$ cat src/rtl/bist_ctrl_if.sv
// -----------------------------------------------------------------------------
// bist_ctrl_if
// Harness-side bus of the BIST sequencer.
//   start, abort, golden_sig       : harness -> sequencer (run control)
//   busy, done, pass               : sequencer -> harness (run status)
//   signature[7:0], pat_cnt[15:0]  : sequencer -> harness (MISR value, progress)
// modport master : the test harness
// modport slave  : the bist_ctrl sequencer
// -----------------------------------------------------------------------------
interface bist_ctrl_if;
    logic        start;
    logic        abort;
    logic [7:0]  golden_sig;
    logic        busy;
    logic        done;
    logic        pass;
    logic [7:0]  signature;
    logic [15:0] pat_cnt;

    modport master (
        output start, abort, golden_sig,
        input  busy, done, pass, signature, pat_cnt
    );

    modport slave (
        input  start, abort, golden_sig,
        output busy, done, pass, signature, pat_cnt
    );
endinterface

$ cat src/rtl/bist_ctrl.sv
// -----------------------------------------------------------------------------
// bist_ctrl
// Built-in self-test sequencer for a two-input, one-output combinational CUT.
// An 8-bit LFSR supplies patterns, each held SETTLE_CYCLES cycles before the
// CUT response is folded into an 8-bit MISR. After NUM_PATTERNS captures the
// signature is compared against golden_sig.
// Ports:
//   iccad_clk    : clock, rising edge
//   iccad_rst_n  : asynchronous active-low reset
//   bus          : harness bus (start/abort/golden_sig in; busy/done/pass/
//                  signature/pat_cnt out)
//   cut_inp1/2   : CUT inputs, lfsr[0] / lfsr[1]
//   cut_out      : CUT primary output
// -----------------------------------------------------------------------------
module bist_ctrl #(
    parameter int         NUM_PATTERNS  = 64,
    parameter int         SETTLE_CYCLES = 2,
    parameter logic [7:0] SEED          = 8'h01
) (
    input  logic         iccad_clk,
    input  logic         iccad_rst_n,
    bist_ctrl_if.slave   bus,
    output logic         cut_inp1,
    output logic         cut_inp2,
    input  logic         cut_out
);

    // An all-zero LFSR would lock up, so a zero seed is replaced.
    localparam logic [7:0]  SEED_EFF    = (SEED == 8'h00) ? 8'h01 : SEED;
    localparam logic [15:0] LAST_PAT    = 16'(NUM_PATTERNS - 1);
    localparam logic [7:0]  LAST_SETTLE = 8'(SETTLE_CYCLES - 1);

    if (NUM_PATTERNS < 1 || NUM_PATTERNS > 65535) begin : g_bad_num_patterns
        $error("bist_ctrl: NUM_PATTERNS must be in 1..65535");
    end
    if (SETTLE_CYCLES < 1 || SETTLE_CYCLES > 255) begin : g_bad_settle
        $error("bist_ctrl: SETTLE_CYCLES must be in 1..255");
    end

    typedef enum logic [1:0] {IDLE, APPLY, CAPTURE, DONE} state_t;

    state_t      state_q, state_d;
    logic [7:0]  lfsr_q, lfsr_d;
    logic [7:0]  misr_q, misr_d;
    logic [7:0]  settle_q, settle_d;
    logic [15:0] pat_cnt_q, pat_cnt_d;
    logic        pass_q, pass_d;
    logic        busy_q, done_q;
    logic [7:0]  lfsr_next, misr_next;

    always_comb begin
        lfsr_next = {lfsr_q[6:0], lfsr_q[7] ^ lfsr_q[5] ^ lfsr_q[4] ^ lfsr_q[3]};
        misr_next = {misr_q[6:0], misr_q[7] ^ misr_q[5] ^ misr_q[4] ^ misr_q[3] ^ cut_out};

        state_d   = state_q;
        lfsr_d    = lfsr_q;
        misr_d    = misr_q;
        settle_d  = settle_q;
        pat_cnt_d = pat_cnt_q;
        pass_d    = pass_q;

        unique case (state_q)
            IDLE, DONE: begin
                // start wins over abort here; abort only cancels a live run
                if (bus.start) begin
                    state_d   = APPLY;
                    lfsr_d    = SEED_EFF;
                    misr_d    = 8'h00;
                    pat_cnt_d = 16'd0;
                    settle_d  = 8'd0;
                    pass_d    = 1'b0;
                end
            end
            APPLY: begin
                if (bus.abort) begin
                    state_d = IDLE;
                end else begin
                    settle_d = settle_q + 8'd1;
                    if (settle_q == LAST_SETTLE) begin
                        state_d = CAPTURE;
                    end
                end
            end
            CAPTURE: begin
                // abort beats the final capture, so done never rises on it
                if (bus.abort) begin
                    state_d = IDLE;
                end else begin
                    misr_d    = misr_next;
                    lfsr_d    = lfsr_next;
                    pat_cnt_d = pat_cnt_q + 16'd1;
                    settle_d  = 8'd0;
                    if (pat_cnt_q == LAST_PAT) begin
                        state_d = DONE;
                        pass_d  = (misr_next == bus.golden_sig);
                    end else begin
                        state_d = APPLY;
                    end
                end
            end
            default: state_d = IDLE;
        endcase
    end

    // busy/done are registered from the next state so every output is a flop
    always_ff @(posedge iccad_clk or negedge iccad_rst_n) begin
        if (!iccad_rst_n) begin
            state_q   <= IDLE;
            lfsr_q    <= SEED_EFF;
            misr_q    <= 8'h00;
            settle_q  <= 8'd0;
            pat_cnt_q <= 16'd0;
            pass_q    <= 1'b0;
            busy_q    <= 1'b0;
            done_q    <= 1'b0;
        end else begin
            state_q   <= state_d;
            lfsr_q    <= lfsr_d;
            misr_q    <= misr_d;
            settle_q  <= settle_d;
            pat_cnt_q <= pat_cnt_d;
            pass_q    <= pass_d;
            busy_q    <= (state_d == APPLY) || (state_d == CAPTURE);
            done_q    <= (state_d == DONE);
        end
    end

    assign cut_inp1      = lfsr_q[0];
    assign cut_inp2      = lfsr_q[1];
    assign bus.busy      = busy_q;
    assign bus.done      = done_q;
    assign bus.pass      = pass_q;
    assign bus.signature = misr_q;
    assign bus.pat_cnt   = pat_cnt_q;

endmodule

$ cat src/flat_wrapper.sv
// flat-port wrapper written by rule: the top's interface ports become plain ports
module bist_ctrl_flat 
#(
    parameter int         NUM_PATTERNS  = 64,
    parameter int         SETTLE_CYCLES = 2,
    parameter logic [7:0] SEED          = 8'h01
)
  (iccad_clk, iccad_rst_n, cut_inp1, cut_inp2, cut_out, bus_start, bus_abort, bus_golden_sig, bus_busy, bus_done, bus_pass, bus_signature, bus_pat_cnt);
  bist_ctrl_if bus_i ();
  input  logic iccad_clk;
  input  logic iccad_rst_n;
  output logic cut_inp1;
  output logic cut_inp2;
  input  logic cut_out;
  input wire logic [$bits(bus_i.start)-1:0] bus_start;
  input wire logic [$bits(bus_i.abort)-1:0] bus_abort;
  input wire logic [$bits(bus_i.golden_sig)-1:0] bus_golden_sig;
  output wire logic [$bits(bus_i.busy)-1:0] bus_busy;
  output wire logic [$bits(bus_i.done)-1:0] bus_done;
  output wire logic [$bits(bus_i.pass)-1:0] bus_pass;
  output wire logic [$bits(bus_i.signature)-1:0] bus_signature;
  output wire logic [$bits(bus_i.pat_cnt)-1:0] bus_pat_cnt;
  assign bus_i.start = bus_start;
  assign bus_i.abort = bus_abort;
  assign bus_i.golden_sig = bus_golden_sig;
  assign bus_busy = bus_i.busy;
  assign bus_done = bus_i.done;
  assign bus_pass = bus_i.pass;
  assign bus_signature = bus_i.signature;
  assign bus_pat_cnt = bus_i.pat_cnt;
  bist_ctrl #(.NUM_PATTERNS(NUM_PATTERNS), .SETTLE_CYCLES(SETTLE_CYCLES), .SEED(SEED)) u_core (.iccad_clk(iccad_clk), .iccad_rst_n(iccad_rst_n), .bus(bus_i), .cut_inp1(cut_inp1), .cut_inp2(cut_inp2), .cut_out(cut_out));
endmodule
$ cat config.mk
export PLATFORM = sky130hd
export DESIGN_NAME = bist_ctrl_flat
export DESIGN_NICKNAME = d
export VERILOG_FILES = /design/src/rtl/bist_ctrl_if.sv /design/src/rtl/bist_ctrl.sv /design/src/flat_wrapper.sv
export SDC_FILE = /design/constraint.sdc
export NUM_CORES = 1
export LEC_CHECK = 0
export BUFFER_PORTS_ARGS = -buffer_cell sky130_fd_sc_hd__buf_2
export CORE_MARGIN = 1
export CORE_UTILIZATION = 50
export DETAILED_ROUTE_END_ITERATION = 8
export PLACE_DENSITY = 0.84
export SLEW_MARGIN = 20
export SYNTH_ARGS = -nofsm -noshare
export SYNTH_HDL_FRONTEND = slang
export SYNTH_SLANG_ARGS = --single-unit
$ cat constraint.sdc
create_clock -name iccad_clk -period 2.05 [get_ports iccad_clk]
set_clock_uncertainty 0.1 [all_clocks]
set_input_delay 0.1025 -clock iccad_clk [delete_from_list [all_inputs] [get_ports iccad_clk]]
set_output_delay 0.1025 -clock iccad_clk [all_outputs]
set_load 0.02 [all_outputs]
Yosys cells after proc, flatten, opt, wreduce, memory -nomap -nowiden
Cells that the tools add are included.
{"block": "totals", "output_inout_bits": 29, "input_bits": 13, "wordCells": 59, "ff_bits": 45}
{"block": "classes", "bitwise": 7, "addsub": 2, "reduce_logical": 7, "n_mux": 22, "n_eq_ne": 13}
{"cell": "8-bit 2-to-1 mux", "n": 6}
{"cell": "16-bit 2-to-1 mux", "n": 2}
{"cell": "16-bit case mux with 2 select lines", "n": 1}
{"cell": "8-bit case mux with 2 select lines", "n": 2}
{"cell": "8-bit case mux with 3 select lines", "n": 1}
{"cell": "16-bit by 1-bit adder with 16-bit output, second input constant", "n": 1}
{"cell": "16-bit by 6-bit == test with 1-bit output, second input constant", "n": 1}
{"cell": "2-bit 2-to-1 mux", "n": 5}
{"cell": "8-bit by 1-bit adder with 8-bit output, second input constant", "n": 1}
{"cell": "2-bit == test, second input constant", "n": 4}
{"cell": "8-bit by 1-bit == test with 1-bit output, second input constant", "n": 1}
{"cell": "8-bit == test", "n": 1}
{"cell": "1-bit bitwise XOR", "n": 7}
{"cell": "2-bit inequality test, second input constant", "n": 3}
{"cell": "2-bit case mux with 3 select lines", "n": 1}
{"cell": "3-bit AND reduction", "n": 2}
{"cell": "2-bit by 1-bit == test with 1-bit output, second input constant", "n": 2}
{"cell": "4-bit AND reduction", "n": 1}
{"cell": "1-bit 2-to-1 mux", "n": 3}
{"cell": "2-bit zero test", "n": 1}
{"cell": "2-bit by 1-bit inequality test with 1-bit output, second input constant", "n": 1}
{"cell": "1-bit case mux with 2 select lines", "n": 1}
{"cell": "2-bit nonzero test", "n": 1}
{"cell": "2-bit OR reduction", "n": 1}
{"cell": "1-bit logical OR", "n": 1}

Longest topological paths before layout
Gate-level depths: netlist of run 1.
{"block": "depth", "depth_word": 8, "depth_mapped": 9, "depth_no_buf": 7}

Worst setup path after synthesis of run 1
No wires, ideal clock.
{"block": "synth_timing", "path_type": "reg2reg", "start": "register u_core.state_q[0]", "end": "register u_core.pat_cnt_q[14], in the netlist u_core.bus.pat_cnt[14]", "path_stages_with_launch": 9, "arrival_ns": 1.898, "setup_slack_ns": -0.031, "setup_time_ns": 0.083, "path_cell_list": "dfrtp_1 > inv_1 > ha_1 > nand2b_1 > buf_2 > o211a_1 > nand2_1 > or4_1 > o21ai_0"}
{"block": "synth_between", "elab_chain_len": 4, "word_cells_on_any_way": 9, "cone_classes": "eq/ne (4); mux (1); reduce/logical (4)"}
{"element": "start, declared", "line_no": "bist_ctrl.sv:42", "text": "state_t state_q, state_d;"}
{"element": "start signal, assigned", "line_no": "bist_ctrl.sv:117", "text": "state_q <= state_d;"}
{"element": "2-bit == test / 2-bit zero test (equally long branches)", "line_no": "bist_ctrl.sv:62", "text": "unique case (state_q)"}
{"element": "2-bit OR reduction", "line_no": "bist_ctrl.sv:62"}
{"element": "2-bit inequality test (no line) / 2-bit nonzero test (equally long branches)"}
{"element": "3-bit AND reduction (no line)"}
{"element": "end signal, assigned", "line_no": "bist_ctrl.sv:121", "text": "pat_cnt_q <= pat_cnt_d;"}
{"element": "end, declared", "line_no": "bist_ctrl.sv:46", "text": "logic [15:0] pat_cnt_q, pat_cnt_d;"}
Parallel ways exist; a longest one is shown, timed or not.
A chain may end at the register's enable or synchronous reset.

Final worst setup path of run 1
{"block": "layout_timing", "start": "register u_core.pat_cnt_q[0], in the netlist u_core.bus.pat_cnt[0]", "end": "register u_core.busy_q, in the netlist u_core.bus.busy"}
{"block": "layout_between", "elab_chain_len": 6, "word_cells_on_any_way": 7, "cone_classes": "eq/ne (3); mux (3); reduce/logical (1)"}
{"element": "16-bit by 6-bit == test with 1-bit output (*)", "line_no": "bist_ctrl.sv:93", "text": "if (pat_cnt_q == LAST_PAT) begin"}
{"element": "2-bit 2-to-1 mux (*)", "line_no": "bist_ctrl.sv:93"}
{"element": "2-bit 2-to-1 mux (*)", "line_no": "bist_ctrl.sv:86", "text": "if (bus.abort) begin"}
{"element": "2-bit case mux with 3 select lines (*)", "line_no": "bist_ctrl.sv:62"}
{"element": "2-bit by 1-bit == test with 1-bit output / 2-bit == test (equally long branches)", "line_no": "bist_ctrl.sv:123", "text": "busy_q <= (state_d == APPLY) || (state_d == CAPTURE);"}
{"element": "1-bit logical OR (*)", "line_no": "bist_ctrl.sv:123"}
{"element": "end signal, assigned", "line_no": "bist_ctrl.sv:123"}
{"element": "end, declared", "line_no": "bist_ctrl.sv:48", "text": "logic busy_q, done_q;"}
Mark *: on every way between the ends. The rest lies on a longest branch, timed or not.

==> results.cfg, run 1 <==
[run_status]
outcome = complete, no violations

[die]
num_rows = 24
initial_utilization = 0.527
dieArea_um2 = 4900
die_x_um = 70.0
coreArea_um2 = 4380
num_io_pins = 42
die_h_um = 70.0

[worst_setup_path]
cp_max_fo = 6
cpMaxStageDelayCell = dfrtp_2
start_kind = flop
critPathKind = flop to flop
crit_buf_inv = 0
cp-end-kind = flop
reg2reg_from = u_core.bus.pat_cnt[0]
critPathLaunch = u_core.bus.pat_cnt[0]
path_cells = ha_1 > nand3_2 > or2_4 > nor2_1 > a22oi_1 > o32ai_1 > ha_1
cp.arrival_ps = 2030
crit_top_cell = ha_1
max_stage_delay_ps = 370
cp.required_ps = 2150
cpLargestDelayFamily = simple AND/OR/NAND/NOR gates

[global_route]
antenna_found_initial = 0
track_usage = 0.233
grt_pass1_wl_mm = 8.98
grt_remaining_overflow = 0
grt_pass1_vias = 1973
grt_max_degree = 36

[drt]
ant_nets = 0
vias_per_cell = 5.57
drtIter0Drc = 148
drc = 0
drtPass1Iterations = 4
num_vias = 2028
routedWlPerCell_um = 14.7
wl_mm = 5.34

[pwr]
switchingPower_uw = 934
peakVddDrop_mv = 0.613
power.internal_mw = 1.54
swShare = 0.377
p_leak_nw = 1.39
p_comb_frac = 0.368
p_seq_frac = 0.401
total_power_mw = 2.47
p_per_area_nw_per_um2 = 865
clkPwrFrac = 0.231

[sta]
hold_violations = 0
slew_headroom = 0.500
fin_crit_sh = 0.941
whs_ps = 166
worst_slew_pin_slew_ps = 750
setup_violations = 0
max_freq_mhz = 518
tns_ps = 0
slew_viol_final = 0
period_minus_slack_ps = 1930
fin_ws_ps = 120

[finish]
final_cell_mix = 49 x nand2_1, 42 x dfrtp_1, 41 x buf_2
diodes = 0
layout.nets = 330
post-route-util = 0.652
area_growth_pct = 23.8
drive_above_1_share = 0.266
final_common_cell = nand2_1

[logic_synthesis]
ys_dominant_reg_cell = dfrtp_1
ys_warn_count = 0
ys_seq_elements = 45
netlist_area_um2 = 2310
synth_fp_nets = 266
synth_async_sr_flop_share = 1.00
synth-edff-count = 0
postSynthAreaPerCell_um2 = 9.36
synth_seq_area_share = 0.488
yosys.cell_types.count = 43
syn_inst = 247

[clocking]
tritoncts = yes
clock_latency_ps = 310
clock-sinks = 45
root_buffer = clkbuf_8
clkTransAtPathRegs_ps = 90
cts_buffers = 5
ctsHtreeMaxLevel = 2
cts_buffer_depth = 2

[placement]
dpl_worst_slack_ps = 70.6
dpl.hpwl_mm = 3.84
portBuffers = 41
gp_congestion = 0.852

[flow_run]
maxCapViolCount = 0

[hold_path]
hold_class = input port to flop
hp-start = cut_out
==> cells by family (layout without fill, tap and decap cells) <==
kind of cell | after synthesis | count (layout) | share of synthesized area
flip-flops | 45 | 45 | 0.488
AND/OR/NAND/NOR | 112 | 112 | 0.234
multiplexers | 2 | 2 | 0.00920
buffers and inverters | 14 | 79 | 0.0238
adder cells (fa/ha/maj) | 6 | 6 | 0.0325
XOR/XNOR | 24 | 24 | 0.0969
AO/OA/AOI/OAI | 44 | 44 | 0.115
==> layout make-up <==
type	instances	area (um^2)
Tap cell	52	65.1
Sequential cell	45	1130
Multi-Input combinational cell	188	1160
Clock buffer	5	68.8
Inverter	5	18.8
Fill cell	361	1520
Timing Repair Buffer	66	400
Clock inverter	3	21.3
==> power by group through the flow <==
stage / clock (mW) / combinational, mW / sequential, mW
3_3_place_gp: 0 / 0.813 / 1.00
6_report: 0.571 / 0.911 / 0.991
2_1_floorplan: 0 / 0.499 / 1.03
4_1_cts: 0.577 / 0.849 / 0.990
3_5_place_dp: 0 / 0.840 / 1.01
5_1_grt: 0.615 / 1.01 / 0.997
==> worst register-to-register path, cell delays in order, from the launching register on <==
cell,delay [ps]
dfrtp_2,370
ha_1,170
nand3_2,110
or2_4,300
nor2_1,150
a22oi_1,100
o32ai_1,250
ha_1,280
==> sequential cells by signal, indices dropped and copies added (netlist names) <==
register              count
u_core.bus.busy           1
u_core.bus.done           1
u_core.bus.pass           1
u_core.bus.pat_cnt       16
u_core.bus.signature      8
u_core.lfsr_q             8
u_core.settle_q           8
u_core.state_q            2
==> routing by layer <==
layer  vias up  part of all wire  track usage  routed length, um
met1       980              0.45        0.312               2380
met2        57              0.49        0.369               2630
li1        987                 -            -                  -
met5         -                 0            0                  0
met3         4             0.053       0.0664                284
met4         0            0.0084       0.0711                 45
==> through the flow <==
stage,cells,cell area (um^2)
6_report,364,2860
5_1_grt,364,2860
4_1_cts,362,2830
3_5_place_dp,351,2710
3_3_place_gp,351,2710
2_1_floorplan,247,2320
==> cells in the mapped netlist (6+ instances only) <==
| cell type | number | area, um^2 |
|---|---|---|
| nand4_1 | 9 | 56.3 |
| dfrtp_1 | 44 | 1100 |
| nor2_1 | 16 | 60.1 |
| xor2_1 | 10 | 87.6 |
| nand3_1 | 13 | 65.1 |
| ha_1 | 6 | 75.1 |
| nand2_1 | 49 | 184 |
| xnor2_1 | 13 | 114 |
| clkbuf_1 | 6 | 22.5 |
| a21oi_1 | 6 | 30.0 |
| o21ai_0 | 22 | 110 |
==> timing repair <==
action	in CTS	in global routing
resized for setup	0	4
hold buffers	3	0
endpoints found under the hold margin	35	0
setup endpoints to repair	0	17
setup buffers	0	2
==> path summary, 6_finish.rpt <==
kind | end | slack [ps] | cells after the start
setup / recovery | u_core.bus.busy | 120 | 7
min in group asynchronous | u_core.settle_q[5] | 290 | 2
max in group asynchronous | u_core.bus.pat_cnt[15] | 950 | 3
setup reg to reg | u_core.bus.busy | 120 | 7
hold / removal | u_core.bus.signature[0] | 170 | 4
hold reg to reg | u_core.lfsr_q[6] | 380 | 2
Power figures use the tool's default switching activity.
==> run 2, diff against run 1 <==
- CORE_UTILIZATION: 50 -> 52
- CTS_BUF_LIST: default -> sky130_fd_sc_hd__clkbuf_4 sky130_fd_sc_hd__clkbuf_8
- PLACE_DENSITY: 0.84 -> 0.89
- SLEW_MARGIN: 20 -> 5
==> run 2 against run 1 <==
Net effect:
- sequential power hardly changed
- setup slack worse by 92 ps
- clock power is 3% lower
- global-route usage is 2.4 points higher
- register-to-register slack worse by 90 ps
- critical path type unchanged
==> results.cfg, run 2 (synthesized netlist as in run 1, its figures left out) <==
[clocking]
ctsHtreeMaxLevel = 2
tritoncts = yes
clock_latency_ps = 290
cts_buffers = 5
clock-sinks = 45
cts_buffer_depth = 2
clkTransAtPathRegs_ps = 80
root_buffer = clkbuf_8

[worst_setup_path]
cpMaxStageDelayCell = dfrtp_1
reg2reg_from = u_core.state_q[0]
cp.arrival_ps = 2090
crit_buf_inv = 3
reg2reg_depth = 8
start_kind = flop
path_cells = inv_1 > ha_4 > buf_4 > o211ai_1 > buf_6 > nor3_1 > a21oi_1 > o21ai_0
max_stage_delay_ps = 410
cp.required_ps = 2120
cp_max_fo = 33
cpLargestDelayFamily = buffers and inverters
reg2reg_to = u_core.bus.pat_cnt[4]
cp-end-kind = flop
critPathKind = flop to flop
r2r_slack_ps = 30

[finish]
nFillCells = 325
final_common_cell = nand2_1
area_growth_pct = 22.3
drive_above_1_share = 0.263
layout.nets = 323
final_cell_mix = 49 x nand2_1, 42 x dfrtp_1, 41 x buf_2
largest_reg_flops = 16
diodes = 0

[pwr]
p_leak_nw = 1.36
p_comb_frac = 0.368
switchingPower_uw = 886
p_per_area_nw_per_um2 = 865
swShare = 0.363
power.internal_mw = 1.56
clkPwrFrac = 0.226
p_seq_frac = 0.405
peakVddDrop_mv = 0.617

[die]
dieArea_um2 = 4710
num_rows = 23
num_io_pins = 42
die_x_um = 68.7
die_h_um = 68.7
initial_utilization = 0.558
coreArea_um2 = 4140

[placement]
dpl.hpwl_mm = 3.78
gp_congestion = 0.801
portBuffers = 41

[flow_run]
maxCapViolCount = 0

[run_status]
outcome = complete, no violations

[drt]
wl_mm = 5.61
drtPass1Iterations = 4
drc = 0
num_vias = 2043
ant_nets = 0
drtIter0Drc = 113
vias_per_cell = 5.77
routedWlPerCell_um = 15.9

[global_route]
grt_max_degree = 34
grt_pass1_wl_mm = 8.76
grt_remaining_overflow = 0
track_usage = 0.257
antenna_found_initial = 0
grt_pass1_vias = 1926

[sta]
setup_violations = 0
period_minus_slack_ps = 2020
whs_ps = 26.7
hold_violations = 0
tns_ps = 0
worst_slew_pin_slew_ps = 402
max_freq_mhz = 495
slew_headroom = 0.732
fin_crit_sh = 0.986
slew_viol_final = 0

[hold_path]
hp-start = bus_abort
worstHoldPathCells = 2
whs_endpoint = u_core.state_q[1]
hold_class = input port to flop
run 2: power groups by stage:
stage | sequential, mW | combinational [mW] | clock (mW)
detailed placement | 1.01 | 0.804 | 0
CTS | 0.988 | 0.843 | 0.564
global placement | 1.00 | 0.773 | 0
finish | 0.991 | 0.901 | 0.553
global route | 0.998 | 0.980 | 0.598
floorplan | 1.03 | 0.499 | 0
run 2: metrics by stage:
stage | power [mW] | cells | utilization | cell area (um^2) | setup WS, ps
floorplan | 1.53 | 247 | - | 2320 | 11.5
global placement | 1.77 | 344 | 0.643 | 2670 | 71.2
detailed placement | 1.81 | 344 | 0.643 | 2670 | -29.8
CTS | 2.40 | 352 | 0.671 | 2780 | 23.0
global route | 2.58 | 354 | 0.682 | 2830 | -31.6
finish | 2.44 | 354 | 0.682 | 2830 | 27.8
run 2: area by class of cell:
class                      count  area [um^2]  area share
clock buffer                   7         90.1      0.0319
inverter                       5         18.8     0.00664
multi-input combinational    188         1180       0.417
sequential                    45         1130       0.400
tap                           50         62.6      0.0221
timing repair buffer          59          347       0.123
run 2: worst max path at each step:
stage	from	to	slack [ps]	cells after the start
after CTS	u_core.bus.pat_cnt[0]	u_core.bus.busy	20	7
after detailed placement	u_core.state_q[0]	u_core.bus.pat_cnt[4]	-30	8
final	u_core.state_q[0]	u_core.bus.pat_cnt[4]	30	8
after global placement	u_core.bus.pat_cnt[0]	u_core.bus.busy	70	7
after floorplan	u_core.state_q[0]	u_core.bus.pat_cnt[14]	10	8
after global routing	u_core.bus.pat_cnt[0]	u_core.bus.busy	-30	7
run 2: timing repair:
action                                  CTS  global route
setup buffers                             0             2
hold buffers                              1             0
endpoints found under the setup margin    3             7
pin swaps                                 0             3
hold endpoints to repair                 17             0
gates resized for setup                   5             5
run 2: worst reg2reg max path: cells and delay by family (launching register included):
| family | cells | cell delay [ps] |
|---|---|---|
| adder cells (fa/ha/maj) | 1 | 230 |
| buffers and inverters | 3 | 550 |
| AO/OA/AOI/OAI | 3 | 530 |
| flip-flops | 1 | 410 |
| AND/OR/NAND/NOR | 1 | 80 |
run 2: per-layer routing:
layer | up-vias | GRT usage | share of wire
met3 | 18 | 0.0444 | 0.051
met5 | - | 0 | 0
li1 | 970 | - | -
met1 | 987 | 0.316 | 0.42
met2 | 68 | 0.434 | 0.50
met4 | 0 | 0.122 | 0.031
==> run 3, diff against run 2 <==
- CORE_UTILIZATION: 52 -> 50
- CTS_BUF_LIST: sky130_fd_sc_hd__clkbuf_4 sky130_fd_sc_hd__clkbuf_8 -> sky130_fd_sc_hd__clkbuf_16
- PLACE_DENSITY: 0.89 -> 0.87
==> run 3 against run 2 <==
Net effect:
- fmax grew 0.97%
- routed wire length rose by 0.27%
- clock power grew 41%
- power rose by 15%
- highest routed layer unchanged
- cell count rose by 2.5%
- register-to-register slack better by 20 ps
- cell area increased by 3.7%
- utilization decreased by 1.4 points
- sequential power fell by 0.5%
- combinational power increased by 17%
- critical path depth shrank 1
==> results.cfg, run 3 (synthesized netlist as in run 1, its figures left out) <==
[drt]
drtPass1Iterations = 4
drc = 0
ant_nets = 0
routedWlPerCell_um = 15.5
num_vias = 2111
drtIter0Drc = 101
wl_mm = 5.63
vias_per_cell = 5.82

[sta]
whs_ps = 41.8
period_minus_slack_ps = 2000
fin_ws_ps = 47.3
hold_violations = 0
setup_violations = 0
max_freq_mhz = 499
worst_slew_pin_slew_ps = 596
slew_headroom = 0.603
fin_crit_sh = 0.977
slew_viol_final = 0
tns_ps = 0

[run_status]
outcome = complete, no violations

[finish]
drive_above_1_share = 0.270
design_area_um2 = 2930
largest_reg_flops = 16
diodes = 0
area_growth_pct = 26.7
final_cell_mix = 49 x nand2_1, 42 x buf_2, 42 x dfrtp_1
nFillCells = 319
final_common_cell = nand2_1
layout.nets = 329

[global_route]
grt-busiest-layer = met2
use_met1 = 0.315
use_met3 = 0.0606
grt_max_degree = 26
grt_remaining_overflow = 0
grt_pass1_vias = 2020
met2_usage = 0.390
grt_pass1_wl_mm = 9.32
track_usage = 0.239
antenna_found_initial = 0

[flow_run]
maxCapViolCount = 0

[placement]
portBuffers = 41
placed_area_um2 = 2700
dpl.hpwl_mm = 3.78
dpl_worst_slack_ps = 10.0
gp_congestion = 0.816

[hold_path]
hold_class = input port to flop

[worst_setup_path]
cp.required_ps = 2120
start_kind = flop
cp.arrival_ps = 2070
critPathKind = flop to flop
cp_max_fo = 6
cp-end-kind = flop

[clocking]
cts_buffers = 5
cts_buffer_depth = 2
root_buffer = clkbuf_16
clock_latency_ps = 280
clkTransAtPathRegs_ps = 60
tritoncts = yes
clock-sinks = 45
ctsHtreeMaxLevel = 2

[pwr]
p_leak_nw = 1.41
total_power_mw = 2.81
peakVddDrop_mv = 0.695
p_per_area_nw_per_um2 = 960

[die]
coreArea_um2 = 4380
initial_utilization = 0.527
dieArea_um2 = 4900
num_io_pins = 42
die_h_um = 70.0
die_x_um = 70.0
num_rows = 24
==> run 3: cell types whose count changed in the layout (fill, tap and decap cells not counted), sizes merged <==
cell / previous run / this run
inv: 5 / 6
clkinvlp: 0 / 1
clkbuf: 7 / 5
buf: 58 / 64
clkinv: 0 / 1
==> run 3: final cells by class <==
cell class	count	area, um^2	share of cell area
Inverter	5	18.8	0.00641
Timing Repair Buffer	65	402	0.137
Multi-Input combinational cell	188	1170	0.399
Sequential cell	45	1130	0.386
Clock buffer	5	125	0.0427
Tap cell	52	65.1	0.0222
Clock inverter	3	20.0	0.00683
==> run 3: final timing paths <==
check	startpoint	slack, ps	cells past startpoint	to
max in group asynchronous	iccad_rst_n	1070	3	u_core.bus.pat_cnt[1]
hold / removal	bus_abort	40	2	u_core.state_q[1]
setup / recovery	u_core.bus.pat_cnt[0]	50	7	u_core.bus.busy
min in group asynchronous	iccad_rst_n	250	2	u_core.settle_q[2]
hold reg to reg	u_core.lfsr_q[2]	370	2	u_core.lfsr_q[2]
setup reg to reg	u_core.bus.pat_cnt[0]	50	7	u_core.bus.busy
==> run 3: critical path: stages, from the launching register on <==
cell     delay, ps
dfrtp_2        380
ha_1           190
nand3_2        110
or2_4          290
nor2_1         150
a22oi_1        120
o32ai_2        260
ha_1           290
==> run 3: stage by stage <==
step | cells | util
2_1_floorplan | 247 | -
3_3_place_gp | 348 | 0.615
3_5_place_dp | 348 | 0.615
4_1_cts | 357 | 0.653
5_1_grt | 363 | 0.668
6_report | 363 | 0.668
==> run 3: what timing repair did <==
action	CTS	global route
hold endpoints to repair	23	0
buffers inserted	0	5
endpoints found under the setup margin	3	15
pin swaps	0	1
hold buffers	1	0
gates cloned	0	1
gates resized for setup	4	5
==> run 3: metal layers <==
layer,wire (um),vias to the layer above
met1,2400,1041
li1,-,991
met2,2830,71
met4,68,0
met3,330,8
met5,0,-
==> run 3: power breakdown <==
part	internal (mW)	switching, mW
logic	0.424	0.623
clock network	0.449	0.330
registers	0.947	0.0397
